[src/rtl/ucsbece154b_victim_pkg.sv]
// Shared definitions for the L1 victim path (victim writer and victim cache).
// Holds the default address/line widths, helpers that split an address
// into offset and tag, and the packed queue/cache entry layout.
package ucsbece154b_victim_pkg;

   localparam int VC_ADDR_WIDTH = 56;
   localparam int VC_LINE_WIDTH = 128;

   // Number of byte/bit offset bits below the tag for a given line width.
   function automatic int offset_width(input int line_width);
      return $clog2(line_width);
   endfunction

   // Tag bits left above the offset.
   function automatic int tag_width(input int addr_width, input int line_width);
      return addr_width - $clog2(line_width);
   endfunction

   // One victim line: data, full address, and an occupancy flag.
   typedef struct packed {
      logic [VC_LINE_WIDTH-1:0] data;
      logic [VC_ADDR_WIDTH-1:0] addr;
      logic                     valid;
   } victim_entry_t;

endpackage

[src/rtl/ucsbece154b_victim_tag_match.sv]
// N-entry tag comparator used for victim lookups and eviction coalescing.
// Ports:
//   valid_i   per-entry valid mask (caller may clear bits to exclude entries)
//   addr_i    per-entry full addresses
//   query_i   address to compare; only the tag field participates
//   hit_vec_o one-hot hit vector (at most one bit set by construction)
//   idx_o     index of the matching entry; 0 when nothing matches
module ucsbece154b_victim_tag_match
   import ucsbece154b_victim_pkg::*;
#(
   parameter int N          = 2,
   parameter int ADDR_WIDTH = VC_ADDR_WIDTH,
   parameter int LINE_WIDTH = VC_LINE_WIDTH,
   parameter int IDX_W      = (N > 1) ? $clog2(N) : 1
) (
   input  logic [N-1:0]                 valid_i,
   input  logic [N-1:0][ADDR_WIDTH-1:0] addr_i,
   input  logic [ADDR_WIDTH-1:0]        query_i,
   output logic [N-1:0]                 hit_vec_o,
   output logic [IDX_W-1:0]             idx_o
);

   localparam int OFF   = offset_width(LINE_WIDTH);
   localparam int TAG_W = tag_width(ADDR_WIDTH, LINE_WIDTH);

   logic [TAG_W-1:0] query_tag;
   logic             unused_offset_bits;

   assign query_tag = query_i[ADDR_WIDTH-1:OFF];

   // NOTE: every output of a combinational block gets a default first, so no path leaves it unassigned and no latch is inferred.
   always_comb begin
      hit_vec_o = '0;
      idx_o     = '0;
      for (int i = 0; i < N; i++) begin
         if (valid_i[i] && (addr_i[i][ADDR_WIDTH-1:OFF] == query_tag)) begin
            hit_vec_o[i] = 1'b1;
            idx_o        = IDX_W'(i);
         end
      end
   end

   // Offset bits never take part in the compare.
   always_comb begin
      unused_offset_bits = ^query_i[OFF-1:0];
      for (int i = 0; i < N; i++) begin
         unused_offset_bits = unused_offset_bits ^ (^addr_i[i][OFF-1:0]);
      end
   end

endmodule

[src/rtl/ucsbece154b_victim_writer.sv]
// Eviction-side initiator for the L1 victim cache.
// Queues evicted lines in a circular buffer, merges repeat evictions of a
// queued line, drains one line per cycle into the victim cache write port,
// and answers combinational lookups against lines still in the queue.
// Ports:
//   clk_i, rst_i        clock, asynchronous active-high reset
//   flush_i             discard every queued victim at the next edge
//   hold_i              block draining this cycle
//   evict_*             eviction handshake, address and line data
//   lkp_addr_i/lkp_*    lookup address, hit flag and matching data
//   vc_we_o/waddr/wdata victim cache write port (head entry)
//   count_o             number of queued entries
module ucsbece154b_victim_writer
   import ucsbece154b_victim_pkg::*;
#(
   // Widths must match the package entry layout.
   parameter int ADDR_WIDTH = VC_ADDR_WIDTH,
   parameter int LINE_WIDTH = VC_LINE_WIDTH,
   parameter int DEPTH      = 2
) (
   input  logic                         clk_i,
   input  logic                         rst_i,
   input  logic                         flush_i,
   input  logic                         hold_i,
   input  logic                         evict_valid_i,
   output logic                         evict_ready_o,
   input  logic [ADDR_WIDTH-1:0]        evict_addr_i,
   input  logic [LINE_WIDTH-1:0]        evict_data_i,
   input  logic [ADDR_WIDTH-1:0]        lkp_addr_i,
   output logic                         lkp_hit_o,
   output logic [LINE_WIDTH-1:0]        lkp_data_o,
   output logic                         vc_we_o,
   output logic [ADDR_WIDTH-1:0]        vc_waddr_o,
   output logic [LINE_WIDTH-1:0]        vc_wdata_o,
   output logic [$clog2(DEPTH+1)-1:0]   count_o
);

   localparam int IDX_W = (DEPTH > 1) ? $clog2(DEPTH) : 1;
   localparam int CNT_W = $clog2(DEPTH + 1);

   victim_entry_t               entries_q [DEPTH];
   victim_entry_t               entries_d [DEPTH];
   logic [IDX_W-1:0]            head_q, head_d;
   logic [IDX_W-1:0]            tail_q, tail_d;
   logic [CNT_W-1:0]            count_q, count_d;

   logic [DEPTH-1:0]                  valid_vec;
   logic [DEPTH-1:0]                  co_valid;
   logic [DEPTH-1:0][ADDR_WIDTH-1:0]  addr_vec;
   logic [DEPTH-1:0]                  lkp_vec, co_vec;
   logic [IDX_W-1:0]                  lkp_idx, co_idx;
   logic                              drain_fire, accept, co_hit, push;

   // Pointers wrap by explicit compare so DEPTH need not be a power of two.
   function automatic logic [IDX_W-1:0] next_ptr(input logic [IDX_W-1:0] p);
      return (p == IDX_W'(DEPTH - 1)) ? '0 : p + 1'b1;
   endfunction

   assign drain_fire    = (count_q != '0) && !hold_i && !flush_i;
   // A full queue still accepts when its head leaves in the same cycle.
   assign evict_ready_o = !flush_i && ((count_q < CNT_W'(DEPTH)) || drain_fire);
   assign accept        = evict_valid_i && evict_ready_o;
   assign co_hit        = |co_vec;
   assign push          = accept && !co_hit;

   // The entry draining this cycle is excluded from coalescing: its data is
   // already on the write port, so a repeat eviction must become a new entry.
   always_comb begin
      valid_vec = '0;
      co_valid  = '0;
      addr_vec  = '0;
      for (int i = 0; i < DEPTH; i++) begin
         valid_vec[i] = entries_q[i].valid;
         addr_vec[i]  = entries_q[i].addr;
         co_valid[i]  = entries_q[i].valid && !(drain_fire && (head_q == IDX_W'(i)));
      end
   end

   ucsbece154b_victim_tag_match #(
      .N(DEPTH), .ADDR_WIDTH(ADDR_WIDTH), .LINE_WIDTH(LINE_WIDTH), .IDX_W(IDX_W)
   ) u_lkp_match (
      .valid_i(valid_vec), .addr_i(addr_vec), .query_i(lkp_addr_i),
      .hit_vec_o(lkp_vec), .idx_o(lkp_idx)
   );

   ucsbece154b_victim_tag_match #(
      .N(DEPTH), .ADDR_WIDTH(ADDR_WIDTH), .LINE_WIDTH(LINE_WIDTH), .IDX_W(IDX_W)
   ) u_co_match (
      .valid_i(co_valid), .addr_i(addr_vec), .query_i(evict_addr_i),
      .hit_vec_o(co_vec), .idx_o(co_idx)
   );

   assign lkp_hit_o  = |lkp_vec;
   assign lkp_data_o = lkp_hit_o ? entries_q[lkp_idx].data : '0;

   assign vc_we_o    = drain_fire;
   assign vc_waddr_o = entries_q[head_q].addr;
   assign vc_wdata_o = entries_q[head_q].data;
   assign count_o    = count_q;

   always_comb begin
      entries_d = entries_q;
      head_d    = head_q;
      tail_d    = tail_q;
      count_d   = count_q;
      if (flush_i) begin
         for (int i = 0; i < DEPTH; i++) begin
            entries_d[i].valid = 1'b0;
         end
         head_d  = '0;
         tail_d  = '0;
         count_d = '0;
      end else begin
         if (drain_fire) begin
            entries_d[head_q].valid = 1'b0;
            head_d = next_ptr(head_q);
         end
         if (accept && co_hit) begin
            entries_d[co_idx].data = evict_data_i;
         end
         // When full and draining, tail equals head; this write lands after
         // the drain clears the slot, refilling it with the new victim.
         if (push) begin
            entries_d[tail_q].data  = evict_data_i;
            entries_d[tail_q].addr  = evict_addr_i;
            entries_d[tail_q].valid = 1'b1;
            tail_d = next_ptr(tail_q);
         end
         count_d = count_q + CNT_W'(push) - CNT_W'(drain_fire);
      end
   end

   // NOTE: state registers use non-blocking assignments so every flop samples the pre-edge values.
   always_ff @(posedge clk_i or posedge rst_i) begin
      if (rst_i) begin
         // NOTE: the whole entry array is reset, not just the valid bits; the write port is driven from it and must be defined out of reset.
         for (int i = 0; i < DEPTH; i++) begin
            entries_q[i] <= '0;
         end
         head_q  <= '0;
         tail_q  <= '0;
         count_q <= '0;
      end else begin
         entries_q <= entries_d;
         head_q    <= head_d;
         tail_q    <= tail_d;
         count_q   <= count_d;
      end
   end

endmodule

[config.mk]
export PLATFORM = sky130hd
export DESIGN_NAME = ucsbece154b_victim_writer
export DESIGN_NICKNAME = d
export VERILOG_FILES = /design/src/rtl/ucsbece154b_victim_pkg.sv /design/src/rtl/ucsbece154b_victim_tag_match.sv /design/src/rtl/ucsbece154b_victim_writer.sv
export SDC_FILE = /design/constraint.sdc
export NUM_CORES = 1
export LEC_CHECK = 0
export CORE_ASPECT_RATIO = 1.2
export CORE_MARGIN = 4
export CORE_UTILIZATION = 44
export CTS_CLUSTER_DIAMETER = 150
export DETAILED_ROUTE_END_ITERATION = 8
export PLACE_DENSITY = 0.82
export SLEW_MARGIN = 10
export SYNTH_ARGS = -nofsm -noshare
export SYNTH_HDL_FRONTEND = slang
export SYNTH_SLANG_ARGS = --single-unit
export TNS_END_PERCENT = 30
[constraint.sdc]
create_clock -name clk_i -period 38.4 [get_ports clk_i]
set_input_delay 5.76 -clock clk_i [delete_from_list [all_inputs] [get_ports clk_i]]
set_output_delay 5.76 -clock clk_i [all_outputs]
set_load 0.1 [all_outputs]
==> results.txt <==
The critical path is of the in -> out type. At the worst endpoint, the required time is 32,640 ps. The average instance in the mapped netlist occupies 11.4 sq um. The TritonCTS buffer count came out at 42. The worst hold path begins at entries_q[258]. In this run the cell area measured after placement is 0.0272 sq mm. The worst setup path is launched from a primary input. The initialized floorplan defines 88 standard-cell rows. The first global-routing pass estimated 110,000 microns of wire. The capture endpoint of the worst hold path is entries_q[258].

Of the cells placed in the final design, the portion with a size suffix greater than 1 is 0.253. The largest individual stage delay along the critical path comes from the cell sky130_fd_sc_hd__clkdlybuf4s50_1. The die covers 0.0523 sq mm.

The clock arrives with 20.2 ps of skew. The synthesized design contains 0 enable-type register cells. The critical path goes through clkdlybuf4s50_1 -> xor2_1 -> or4_1 -> nor4_1 -> nor4b_4 -> buf_4 -> buf_4 -> mux2_2 -> clkdlybuf4s50_1.

The maximum number of pins on one net before global-route repair came out at 129. The design internal power is 1.06 mW. Max-cap violations in this run came to 0. The proportion of power drawn by flip-flops and latches came out at 0.304. The power after layout is 2.02 mW.

The distinct cell type count after synthesis is 41. The share of the clock period used by the worst path came out at 0.434. The count of mapped cells out of synthesis is 1,882. The clock slew seen by the registers of the worst setup and hold paths came out at 50 ps. The number of global-route vias before repair is 17.6k. The detailed-route vias per instance came out at 5.52.

For the final routed database, the setup TNS stands at 0 ps. The horizontal die dimension is 209 microns. The initial utilization of the core area, before any placement, comes to 0.445.

The number of cells on the worst reg-to-reg path is 7. The total number of vias is 16.8k. The total global-route track usage is 0.270. For the worst-skew pair, the clock arrives at the later sink with an insertion delay of 560 ps. STA classifies the critical path endpoint as a primary output. Of the total power, the clock network draws 0.207.

The sequential cells in the finished layout cover a total of 0.00936 sq mm. During I/O placement, the number of pins put on the boundary was 562. The number of cells traversed by the worst hold path came out at 1. The kind of cell with the highest combined delay along the critical path is buffers and inverters.

The initial antenna violation count is 13. The number of hold-repair buffers added at the cts stage is 0. The worst register-to-register path ends at entries_q[362].

The number of max-slew violations in the final report is 0. The critical path data arrival time is 10,890 ps. Leaving out fill and tap cells, the most frequent cell in the layout is sky130_fd_sc_hd__clkdlybuf4s50_1. After global routing the overflow that remains totals 0.

The number of warnings printed during yosys synthesis is 0. The core region is 0.0481 sq mm. Of the total power, the share spent switching nets is 0.474. The number of nets in the synthesized netlist is 2,129. The footprint of the multi-input gates came out at 0.0108 sq mm. The number of H-tree branching levels is 2. The final layout contains 2,624 nets.

The flow ran to the end, and the final reports show no timing, DRC or antenna violations. Once detailed placement completed, the half-perimeter wirelength came to 53,100 microns. The share of flip-flops with an asynchronous set or reset after synthesis is 1.00.

The number of sinks on the clock net is 374. The smallest hold slack is 482 ps. The start of the worst register-to-register path is head_q. The worst stage delay on the critical path is 1230 ps. The final critical path time including I/O delays and setup is 16,650 ps. The area added between synthesis and finish is 33.6%.

Of the total power, combinational logic draws 0.489. The critical path contains buffers and inverters numbering 4 combined. The count of nets left with antenna violations once routing finished came out at 0.

The number of DRC violations after detailed routing is 0. The largest driver fanout on the critical path is 70. The leakage power is 11.7 nW. In the layout the commonest cells are sky130_fd_sc_hd__clkdlybuf4s50_1, sky130_fd_sc_hd__mux2_2, sky130_fd_sc_hd__dfrtp_1. The die height came out at 250 microns. The layout filler cell count came out at 3,878. The overall routed net length is 73,900 microns. TritonCTS built the clock tree. In this run the tool buffered the top-level ports with 554 buffer cells.

The combined area of all synthesized cells came out at 0.0214 sq mm. Across all register-to-register paths, the minimum setup slack is 33,000 ps. The number of design-rule violations left by the first detailed-router iteration came out at 1,292. The number of synthesized register bits is 374. The root buffer cell chosen for the clock tree is sky130_fd_sc_hd__clkbuf_16. Setup repair after global routing left no endpoint under its margin. In the synthesized netlist the dominant register cell turns out to be sky130_fd_sc_hd__dfrtp_1. The sequential cell area fraction in the yosys report came out at 0.437. The hold violation count in the final report came out at 0. The transition time of the tightest slew-check pin came out at 1310 ps. The achievable clock frequency is 60.1 MHz. The maximum buffer depth of the clock tree came out at 3. In this run the tightest slew margin relative to its limit is 0.124.

The first-pass iteration count of the detailed router is 5. The routed wirelength normalized by instance count came out at 24.3 microns. Once the clock tree was built, the resizer swapped 0 gates to a different size. The worst hold path belongs to the class reg -> reg. The switching component of the power is 0.957 mW.

The power per standard cell area is 70.5 mW/mm^2. The final standard cell area without fillers came out at 0.0286 sq mm. The peak supply drop is 0.0553 mV. The final weighted congestion in routability-driven placement came out at 0.970. Setup violations remaining at the end of the flow were counted as 0. The total setup buffers inserted after CTS is 0.
## state kept, by name, indices dropped and copies added, names as in the netlist
signal,cells
entries_q,258
addr_vec,112
count_o,2
head_q,1
tail_q,1
## how the worst max path moves through the flow
stage,start,to,slack (ps),cells past startpoint
finish,lkp_addr_i[7],lkp_data_o[93],21750,9
global route,lkp_addr_i[7],lkp_data_o[93],21600,9
floorplan,rst_i,addr_vec[0],22250,1
global placement,lkp_addr_i[7],lkp_data_o[93],21750,9
detailed placement,lkp_addr_i[7],lkp_data_o[93],21770,9
CTS,lkp_addr_i[7],lkp_data_o[93],21740,9
## final cells by class
cell class	count	share of cell area
Inverter	144	0.0191
Antenna cell	7	0.000612
Multi-Input combinational cell	1245	0.378
Tap cell	630	0.0275
Timing Repair Buffer	570	0.198
Clock inverter	11	0.00485
Sequential cell	374	0.327
Clock buffer	64	0.0450
## cells by family (layout without fill, tap and decap cells)
kind of cell,count (synthesis),in the layout,share of synthesized area
AO/OA/AOI/OAI,156,156,0.0397
other,0,7,0
flip-flops,374,374,0.437
adder cells (fa/ha/maj),2,2,0.00117
multiplexers,548,548,0.305
AND/OR/NAND/NOR,353,353,0.0805
buffers and inverters,263,789,0.0605
XOR/XNOR,186,186,0.0760
## stage by stage
| stage | worst slack (ps) | utilization | std cells |
|---|---|---|---|
| finish | 21750 | 0.595 | 3045 |
| global route | 21600 | 0.595 | 3044 |
| CTS | 21740 | 0.595 | 3038 |
| detailed placement | 21770 | 0.565 | 2963 |
| global placement | 21750 | 0.565 | 2963 |
| floorplan | 22250 | - | 1882 |
## power groups by stage
stage | registers [mW] | clock network, mW | logic [mW]
after global placement | 0.605 | 0 | 0.973
after CTS | 0.611 | 0.426 | 0.988
final | 0.613 | 0.417 | 0.987
after global routing | 0.628 | 0.442 | 1.02
after detailed placement | 0.617 | 0 | 0.983
after floorplan | 0.585 | 0 | 0.779
## synth_stat cells (all sizes together) (19+ instances only)
cell type	number	area, sq um
buf	58	527
clkbuf	61	229
dfrtp	374	9360
inv	144	541
mux2	548	6550
nand2	137	514
nand4	44	275
nor3	132	661
nor4	19	119
o21ai	134	671
xnor2	134	1170
xor2	52	455
## per-layer routing
layer | GRT usage | up-vias | routed length, microns
li1 | - | 7510 | -
met1 | 0.312 | 8396 | 27400
met2 | 0.463 | 728 | 36600
met3 | 0.0732 | 167 | 5790
met4 | 0.131 | 8 | 4030
met5 | 0 | - | 55
No activity file was read; power rests on OpenSTA's default activity.
